$ cat src/rtl/shift_seq_pkg.sv
// shift_seq_pkg: ALU op codes, flag bit indices and helpers shared by the shift sequencer.
package shift_seq_pkg;
  localparam logic [3:0] OP_ROL = 4'h8;
  localparam logic [3:0] OP_ROR = 4'h9;
  localparam logic [3:0] OP_RCL = 4'hA;
  localparam logic [3:0] OP_RCR = 4'hB;
  localparam logic [3:0] OP_SHL = 4'hC;
  localparam logic [3:0] OP_SHR = 4'hD;
  localparam logic [3:0] OP_SAL = 4'hE;
  localparam logic [3:0] OP_SAR = 4'hF;
  localparam int CF = 0;
  localparam int PF = 2;
  localparam int AF = 4;
  localparam int ZF = 6;
  localparam int SF = 7;
  localparam int OF = 11;
  function automatic logic msb_of(input logic [15:0] v, input logic b16);
    return b16 ? v[15] : v[7];
  endfunction
endpackage

$ cat src/rtl/shift_seq_if.sv
// shift_seq_if: request/result handshake plus the per-step ALU bus of the shift sequencer.
interface shift_seq_if;
  logic        start;
  logic [3:0]  op;
  logic        bit16;
  logic [15:0] operand;
  logic [4:0]  count;
  logic [11:0] flags_in;
  logic        busy;
  logic        done;
  logic [15:0] result;
  logic [11:0] flags_out;
  logic [3:0]  alu_op;
  logic [15:0] alu_op1;
  logic        alu_bit16;
  logic [11:0] alu_flags;
  logic [15:0] alu_value;
  modport master (
    output start, op, bit16, operand, count, flags_in, alu_value,
    input  busy, done, result, flags_out, alu_op, alu_op1, alu_bit16, alu_flags
  );
  modport slave (
    input  start, op, bit16, operand, count, flags_in, alu_value,
    output busy, done, result, flags_out, alu_op, alu_op1, alu_bit16, alu_flags
  );
endinterface

$ cat src/rtl/shift_seq.sv
// shift_seq: iterates a multi-bit shift/rotate as single-bit ALU steps, one per cycle,
// tracking CF/OF/SF/ZF/PF between steps.
module shift_seq
  import shift_seq_pkg::*;
(
  input logic        clock,
  input logic        reset_n,
  shift_seq_if.slave bus
);
  typedef enum logic [1:0] {IDLE, SHIFT, FIN} state_t;
  state_t      state;
  logic [3:0]  op_r;
  logic        b16_r;
  logic [15:0] val;
  logic [11:0] flg;
  logic [4:0]  rem;
  logic        busy_r, done_r;
  logic [15:0] result_r;
  logic [11:0] flags_r;
  logic [15:0] nv;
  logic        msb_old, nmsb, nmsb1, left, arith, cf_new, of_new;
  logic [11:0] flg_new;
  assign nv = bus.alu_value;
  always_comb begin
    msb_old = msb_of(val, b16_r);
    nmsb    = msb_of(nv, b16_r);
    nmsb1   = b16_r ? nv[14] : nv[6];
    left    = op_r == OP_ROL || op_r == OP_RCL || op_r == OP_SHL || op_r == OP_SAL;
    arith   = op_r >= OP_SHL;
    cf_new  = left ? msb_old : val[0];
    of_new  = (op_r == OP_SHR) ? msb_old :
              (op_r == OP_SAR) ? 1'b0 :
              (op_r == OP_ROR || op_r == OP_RCR) ? nmsb ^ nmsb1 : nmsb ^ cf_new;
    flg_new     = flg;
    flg_new[1]  = 1'b1;
    flg_new[CF] = cf_new;
    flg_new[OF] = of_new;
    flg_new[SF] = arith ? nmsb : flg[SF];
    flg_new[ZF] = arith ? (b16_r ? nv == 16'h0 : nv[7:0] == 8'h0) : flg[ZF];
    flg_new[PF] = arith ? ~^nv[7:0] : flg[PF];
  end
  assign bus.alu_op    = state == SHIFT ? op_r : 4'h0;
  assign bus.alu_op1   = state == SHIFT ? val : 16'h0;
  assign bus.alu_bit16 = state == SHIFT ? b16_r : 1'b0;
  assign bus.alu_flags = state == SHIFT ? flg : 12'h0;
  assign bus.busy      = busy_r;
  assign bus.done      = done_r;
  assign bus.result    = result_r;
  assign bus.flags_out = flags_r;
  always_ff @(posedge clock or negedge reset_n) begin
    if (!reset_n) begin
      state    <= IDLE;
      op_r     <= '0;
      b16_r    <= 1'b0;
      val      <= '0;
      flg      <= '0;
      rem      <= '0;
      busy_r   <= 1'b0;
      done_r   <= 1'b0;
      result_r <= '0;
      flags_r  <= '0;
    end else begin
      case (state)
        IDLE: if (bus.start) begin
          op_r   <= bus.op;
          b16_r  <= bus.bit16;
          val    <= bus.operand;
          flg    <= bus.flags_in;
          rem    <= bus.count;
          busy_r <= 1'b1;
          // a zero count finishes immediately with the operand and flags untouched
          if (bus.count == 5'd0) begin
            state    <= FIN;
            done_r   <= 1'b1;
            result_r <= bus.bit16 ? bus.operand : {8'h0, bus.operand[7:0]};
            flags_r  <= bus.flags_in;
          end else begin
            state <= SHIFT;
          end
        end
        SHIFT: begin
          val <= nv;
          flg <= flg_new;
          rem <= rem - 5'd1;
          if (rem == 5'd1) begin
            state    <= FIN;
            done_r   <= 1'b1;
            result_r <= b16_r ? nv : {8'h0, nv[7:0]};
            flags_r  <= flg_new;
          end
        end
        FIN: begin
          state  <= IDLE;
          done_r <= 1'b0;
          busy_r <= 1'b0;
        end
        default: state <= IDLE;
      endcase
    end
  end
endmodule

$ cat src/flat_wrapper.sv
// flat-port wrapper written by rule: the top's interface ports become plain ports
module shift_seq_flat import shift_seq_pkg::*;
  (clock, reset_n, bus_start, bus_op, bus_bit16, bus_operand, bus_count, bus_flags_in, bus_alu_value, bus_busy, bus_done, bus_result, bus_flags_out, bus_alu_op, bus_alu_op1, bus_alu_bit16, bus_alu_flags);
  shift_seq_if bus_i ();
  input logic clock;
  input logic reset_n;
  input wire logic [$bits(bus_i.start)-1:0] bus_start;
  input wire logic [$bits(bus_i.op)-1:0] bus_op;
  input wire logic [$bits(bus_i.bit16)-1:0] bus_bit16;
  input wire logic [$bits(bus_i.operand)-1:0] bus_operand;
  input wire logic [$bits(bus_i.count)-1:0] bus_count;
  input wire logic [$bits(bus_i.flags_in)-1:0] bus_flags_in;
  input wire logic [$bits(bus_i.alu_value)-1:0] bus_alu_value;
  output wire logic [$bits(bus_i.busy)-1:0] bus_busy;
  output wire logic [$bits(bus_i.done)-1:0] bus_done;
  output wire logic [$bits(bus_i.result)-1:0] bus_result;
  output wire logic [$bits(bus_i.flags_out)-1:0] bus_flags_out;
  output wire logic [$bits(bus_i.alu_op)-1:0] bus_alu_op;
  output wire logic [$bits(bus_i.alu_op1)-1:0] bus_alu_op1;
  output wire logic [$bits(bus_i.alu_bit16)-1:0] bus_alu_bit16;
  output wire logic [$bits(bus_i.alu_flags)-1:0] bus_alu_flags;
  assign bus_i.start = bus_start;
  assign bus_i.op = bus_op;
  assign bus_i.bit16 = bus_bit16;
  assign bus_i.operand = bus_operand;
  assign bus_i.count = bus_count;
  assign bus_i.flags_in = bus_flags_in;
  assign bus_i.alu_value = bus_alu_value;
  assign bus_busy = bus_i.busy;
  assign bus_done = bus_i.done;
  assign bus_result = bus_i.result;
  assign bus_flags_out = bus_i.flags_out;
  assign bus_alu_op = bus_i.alu_op;
  assign bus_alu_op1 = bus_i.alu_op1;
  assign bus_alu_bit16 = bus_i.alu_bit16;
  assign bus_alu_flags = bus_i.alu_flags;
  shift_seq u_core (.clock(clock), .reset_n(reset_n), .bus(bus_i));
endmodule
$ cat config.mk
export PLATFORM = sky130hd
export DESIGN_NAME = shift_seq_flat
export DESIGN_NICKNAME = d
export VERILOG_FILES = /design/src/rtl/shift_seq_pkg.sv /design/src/rtl/shift_seq_if.sv /design/src/rtl/shift_seq.sv /design/src/flat_wrapper.sv
export SDC_FILE = /design/constraint.sdc
export NUM_CORES = 1
export LEC_CHECK = 0
export ABC_AREA = 1
export CORE_MARGIN = 8
export CORE_UTILIZATION = 35
export DETAILED_ROUTE_END_ITERATION = 10
export GPL_TIMING_DRIVEN = 1
export PLACE_DENSITY = 0.71
export SYNTH_ARGS = -nofsm -noshare
export SYNTH_HDL_FRONTEND = slang
export SYNTH_SLANG_ARGS = --single-unit
export TNS_END_PERCENT = 50
$ cat constraint.sdc
create_clock -name clock -period 2 [get_ports clock]
set_input_delay 0.5 -clock clock [delete_from_list [all_inputs] [get_ports clock]]
set_output_delay 0.5 -clock clock [all_outputs]
set_load 0.005 [all_outputs]
==> results of run 1 <==
stage by stage:
stage,TNS (ns),hold WS (ns)
floorplan,0,0.204
global placement,-0.138,0.462
detailed placement,-0.186,0.469
CTS,-0.00440,0.104
global route,0,0.123
finish,0,0.106
layout make-up:
class,instances,area [µm²],area share [%]
Inverter,69,269,4.93
Clock buffer,13,139,2.55
Tap cell,140,175,3.21
Sequential cell,70,1750,32.2
Multi-Input combinational cell,331,1660,30.5
Clock inverter,3,68.8,1.26
Timing Repair Buffer,146,1390,25.4
cells by family after synthesis:
kind of cell,share of synthesized area [%]
flops,46.4
simple gates,24.2
compound gates,16.4
fa+ha+maj,1.99
buf+inv,10.3
xor+xnor,0.697
sequential cells by signal (all words and copies together), names as in the netlist:
| register | cells |
|---|---|
| u_core.state | 2 |
| u_core.bus.busy | 1 |
| u_core.bus.done | 1 |
| u_core.bus.result | 16 |
| u_core.flg | 12 |
| u_core.val | 16 |
| u_core.rem | 5 |
| u_core.b16_r | 1 |
| u_core.bus.flags_out | 12 |
| u_core.op_r | 4 |
worst max-delay path: cells and delay by family, from the launching register on:
family / cells / cell delay [ns]
AND/OR/NAND/NOR: 2 / 0.22
buffers and inverters: 3 / 0.44
flip-flops: 1 / 0.44
cell usage in the layout, fill, tap and decap left out, types with 2 or more instances in the layout:
cell type        count
nand2_1            142
nor2_1              51
clkbuf_2            21
buf_12               7
o21ai_1              8
clkbuf_1             4
dfrtp_1             69
clkdlybuf4s50_1     85
dlygate4sd2_1        3
bufinv_16            2
o21ai_0             68
xor2_1               3
a21oi_1             12
nand2_4              2
nand3_1             12
inv_1               63
ha_1                 6
inv_2                3
nand4_1              2
nor2_2               7
nor2_4               2
buf_4               20
a31oi_4              7
buf_2                2
clkdlybuf4s15_1      6
clkbuf_8             9
layer usage:
metal	GRT usage, %	up-vias	share of wire [%]
li1	-	1815	-
met1	20.2	1715	44
met2	26.2	121	47
met3	5.87	12	7.6
met4	3.51	0	0.95
met5	0	-	0
power by group:
group / internal [µW] / leakage (µW) / switching, µW
combinational: 2320 / 0.00167 / 2760
sequential: 2100 / 0.000857 / 370
clock: 708 / 0.000102 / 520
synth_stat cells (2+ instances only):
| cell | count | share of area (%) |
|---|---|---|
| xor2_1 | 3 | 0.70 |
| inv_2 | 3 | 0.30 |
| nand2_4 | 2 | 0.60 |
| buf_2 | 9 | 1.2 |
| nand3_1 | 12 | 1.6 |
| nor2_2 | 2 | 0.33 |
| inv_1 | 63 | 6.3 |
| buf_6 | 3 | 0.90 |
| nor2_1 | 58 | 5.8 |
| nand4_1 | 2 | 0.33 |
| inv_4 | 2 | 0.33 |
| a31oi_4 | 7 | 3.9 |
| o21ai_1 | 8 | 1.1 |
| ha_1 | 6 | 2.0 |
| o21ai_0 | 68 | 9.0 |
| dfrtp_1 | 70 | 46 |
| clkbuf_1 | 6 | 0.60 |
| nand2_1 | 142 | 14 |
| a21oi_1 | 12 | 1.6 |
how the worst max path moves through the flow:
stage,depth (start not counted),to,slack [ns],startpoint
2_1_floorplan,6,bus_alu_flags[0],0.33,u_core.state[0]$_DFFE_PN0P_
3_3_place_gp,8,u_core.bus.flags_out[2]$_DFFE_PN0P_,-0.08,bus_alu_value[6]
3_5_place_dp,8,u_core.bus.flags_out[2]$_DFFE_PN0P_,-0.1,bus_alu_value[6]
4_1_cts,5,bus_alu_op1[11],-0.003,u_core.state[1]$_DFFE_PN0P_
5_1_grt,6,bus_alu_op1[12],0.0004,u_core.state[0]$_DFFE_PN0P_
6_report,5,bus_alu_op1[12],0.06,u_core.state[1]$_DFFE_PN0P_
timing repair:
action                                  in CTS  in global routing
hold endpoints to repair                     0                  0
buffers inserted                             2                  1
gates cloned                                 1                  0
endpoints found under the setup margin      33                 30
pin swaps                                    1                  0
resized for setup                           53                 48
==> results.cfg, run 1 <==
[timing]
slew_viol_final = 0
fmax_mhz = 514
setup_viol = 0
setup_ws_ns = 0.0559
worst_pin_slew_ns = 0.464
rsz0062_at_grt = yes
hold_viol = 0
fin_crit_sh_pct = 97.2
skew_ns = 0.0161
min_period_ns = 1.94
relSlewSlack_pct = 69.1

[cells_and_area]
syn_to_final_growth_pct = 44.5
n_antenna_cell = 0
post-route-util_pct = 51.0
drive_gt1_share_pct = 14.6
fin_area_mm2 = 0.00545
fill_cells = 1039
fin_nets = 690
stdcell_count = 772

[clocking]
numCtsBuffers = 9
clock_sinks = 70
clk_path_buf_depth = 2
clk_pin_slew_worst_paths_ns = 0.08
tritoncts = built
cts_root_buffer = clkbuf_8
insertion_delay_ns = 0.34
cts-htree-levels = 3
postCtsHoldBufs = 0

[floorplanning]
io_pins = 120
dieHeight_um = 120
die-area_mm2 = 0.0144
start_util_pct = 35.3
die_width_um = 120
fp.coreArea_mm2 = 0.0107
fp-row-count = 38

[route]
drc = 0
routed_via_density = 4.74
ant_nets = 0
vias = 3663
first_iter_violations = 186
drtPass1Iterations = 5
finalWirelength_mm = 11.4
wl_per_cell_um = 14.7

[setup_path]
slowest_delay_ns = 0.44
rr_startpoint = u_core.state[1]$_DFFE_PN0P_
r2r_end = u_core.bus.flags_out[9]$_DFFE_PN0P_
cp_slowest_cell = dfrtp_2
r2r_slack_ns = 0.33
crit_required_ns = 1.50
cp_max_fo = 23
critPathKind = flip-flop to output port
arrival_ns = 1.44
crit_path_cell_trace = nor2_8 -> inv_8 -> buf_12 -> nor2_4 -> clkdlybuf4s15_2
rr_worst_depth = 8
start_kind = flip-flop
endpoint_kind = output port

[placement]
dp_slack_ns = -0.0975
dpl-instance-area_mm2 = 0.00527
post-place-cells = 752
place_hpwl_mm = 8.56
routabilityCongestion = 0.864
portBuffers = 119

[global_route]
grtUsageTotal_pct = 16.2
grt_pass1_vias = 3838
grt_max_degree = 39
grt_antenna_before_repair = 0
grt_pass1_wl_mm = 18.8
grt_overflow = 0

[synthesis]
synthArstFlopShare_pct = 100
yosysWarningCount = 0
ys_seq_area_share_pct = 46.4
synth.distinct_cells = 31
synthCells = 490
syn-num-nets = 553
synth_seq_cells = 70
syn_area_mm2 = 0.00377
syn_area_per_cell_um2 = 7.70
ys.flop_type = dfrtp_1
synth-edff-count = 0

[pwr]
finalPower_uw = 8780
p_leak_uw = 0.00263
power_density_mw_per_mm2 = 1610
ir_worst_vdd_mv = 0.681

[flow_run]
drv_cap = 0

[min_path]
hold_class = input port to async pin

[status]
status = completed
No activity file was read; power rests on OpenSTA's default activity.
==> inputs of run 2 (changes only) <==
--- a/config.mk
+++ b/config.mk
@@ -6,6 +6,7 @@
 export NUM_CORES = 1
 export LEC_CHECK = 0
 export ABC_AREA = 1
+export CORE_ASPECT_RATIO = 1.4
 export CORE_MARGIN = 8
 export CORE_UTILIZATION = 35
 export DETAILED_ROUTE_END_ITERATION = 10
==> run 2 against run 1 <==
  * Clock-buffer cell count shrank 1
  * Fmax fell by 1.8%
  * Cell count is 0.13% higher
  * Wire length rose by 2.1%
  * Sequential share of layout area is 0.27 points lower
==> results.cfg, run 2 (same netlist as run 1, synthesis figures left out) <==
[cells_and_area]
syn_to_final_growth_pct = 45.7
n_antenna_cell = 0
fin_nets = 690
drive_gt1_share_pct = 14.2
stdcell_count = 773
most-common-layout-cells = 142 x nand2_1, 85 x clkdlybuf4s50_1, 69 x dfrtp_1
layout_commonest_cell = nand2_1
fill_cells = 1055
fin_area_mm2 = 0.00550

[timing]
relSlewSlack_pct = 63.8
fmax_mhz = 505
hold_viol = 0
slew_viol_final = 0
skew_ns = 0.0102
min_period_ns = 1.98
setup_viol = 0
rsz0062_at_grt = yes
worst_pin_slew_ns = 0.542
fin_crit_sh_pct = 99.0
finalSetupTns_ns = 0

[floorplanning]
dieHeight_um = 139
die-area_mm2 = 0.0144
die_width_um = 104
fp-row-count = 45
io_pins = 120
fp.coreArea_mm2 = 0.0107
start_util_pct = 35.3

[route]
wl_per_cell_um = 15.0
vias = 3628
first_iter_violations = 142
ant_nets = 0
finalWirelength_mm = 11.6
routed_via_density = 4.69
drc = 0
drtPass1Iterations = 6

[clocking]
clock_sinks = 70
tritoncts = built
cts-htree-levels = 3
insertion_delay_ns = 0.33
numCtsBuffers = 9
cts_root_buffer = clkbuf_16
postCtsHoldBufs = 0
clk_pin_slew_worst_paths_ns = 0.06
clk_path_buf_depth = 2

[min_path]
hold_class = input port to async pin

[placement]
place_hpwl_mm = 8.91
routabilityCongestion = 0.830
post-place-cells = 755
portBuffers = 119
dpl-instance-area_mm2 = 0.00528

[setup_path]
endpoint_kind = output port
r2r_end = u_core.bus.flags_out[5]$_DFFE_PN0P_
start_kind = flip-flop
crit_required_ns = 1.50
arrival_ns = 1.48
critPathKind = flip-flop to output port
rr_startpoint = u_core.state[0]$_DFFE_PN0P_
cp-startpoint = u_core.state[0]$_DFFE_PN0P_
cp_max_fo = 25
crit_end = bus_alu_op1[3]
r2r_slack_ns = 0.34
rr_worst_depth = 9

[global_route]
grt_overflow = 0
grt_max_degree = 50
grtUsageTotal_pct = 16.2
grt_antenna_before_repair = 0
grt_pass1_vias = 3856
grt_pass1_wl_mm = 18.9

[pwr]
switchingPower_uw = 3670
power_frac_comb_pct = 54.2
ir_worst_vdd_mv = 0.603
switching_share_pct = 40.4
p_int_uw = 5420
seqPwrFrac_pct = 27.1
finalPower_uw = 9090
p_leak_uw = 0.00269
clkPwrFrac_pct = 18.7
power_density_mw_per_mm2 = 1650

[flow_run]
drv_cap = 0

[status]
status = completed
run 2: changes by cell type in the layout (fill, tap and decap cells not counted), sizes merged:
cell           delta
dlygate4sd2       +2
clkdlybuf4s15     -4
bufbuf            -1
dlymetal6s2s      +1
clkinv            +1
clkbuf            +1
run 2: timing repair:
| item | 4_1_cts | 5_1_grt |
|---|---|---|
| endpoints found under the setup margin | 33 | 31 |
| buffers inserted | 2 | 0 |
| gates resized for setup | 45 | 46 |
| pin swaps | 1 | 0 |
| gates cloned | 0 | 0 |
run 2: routing by layer:
layer	up-vias	GRT usage [%]	part of all wire, %	wire, µm
met5	-	0	0	0
met3	20	3.77	4.4	510
li1	1807	-	-	-
met2	87	28.4	52	6040
met4	0	9.10	2.9	331
met1	1714	17.4	41	4720
run 2: layout make-up:
cell class | instances | area (µm²) | area share, %
Sequential cell | 70 | 1750 | 31.9
Multi-Input combinational cell | 331 | 1640 | 29.8
Timing Repair Buffer | 146 | 1340 | 24.4
Tap cell | 141 | 176 | 3.21
Clock inverter | 4 | 70.1 | 1.27
Inverter | 69 | 269 | 4.89
Clock buffer | 12 | 246 | 4.48
run 2: how the worst min path moves through the flow:
stage	cells past startpoint	to	slack [ns]
after floorplan	0	u_core.b16_r$_DFFE_PN0P_	0.20
after global placement	2	u_core.bus.result[1]$_DFFE_PN0P_	0.46
after detailed placement	2	u_core.bus.flags_out[7]$_DFFE_PN0P_	0.47
after CTS	1	u_core.flg[4]$_DFFE_PN0P_	0.15
after global routing	1	u_core.flg[4]$_DFFE_PN0P_	0.19
final	1	u_core.flg[4]$_DFFE_PN0P_	0.14
run 2: power groups by stage:
| stage | registers (µW) | logic (µW) | clock network (µW) |
|---|---|---|---|
| final | 2460 | 4930 | 1700 |
| after global routing | 2530 | 5450 | 1800 |
| after CTS | 2460 | 5070 | 1740 |
| after detailed placement | 2470 | 5160 | 0 |
| after global placement | 2450 | 5040 | 0 |
| after floorplan | 2440 | 2790 | 0 |
run 2: worst max-delay path, cell delays in order (launching register included):
cell,delay (ns)
dfrtp_1,0.39
inv_2,0.11
nor2_8,0.06
inv_8,0.11
buf_12,0.17
nor2_1,0.05
dlygate4sd2_1,0.26
run 2: per-stage QoR:
step                worst slack [ns]  utilization (%)  hold WS (ns)
finish                        0.0192             51.4         0.142
global route                 -0.0458             51.4         0.186
floorplan                      0.333                -         0.204
CTS                           -0.106             52.2         0.154
global placement             -0.0962             49.3         0.463
detailed placement            -0.100             49.3         0.468
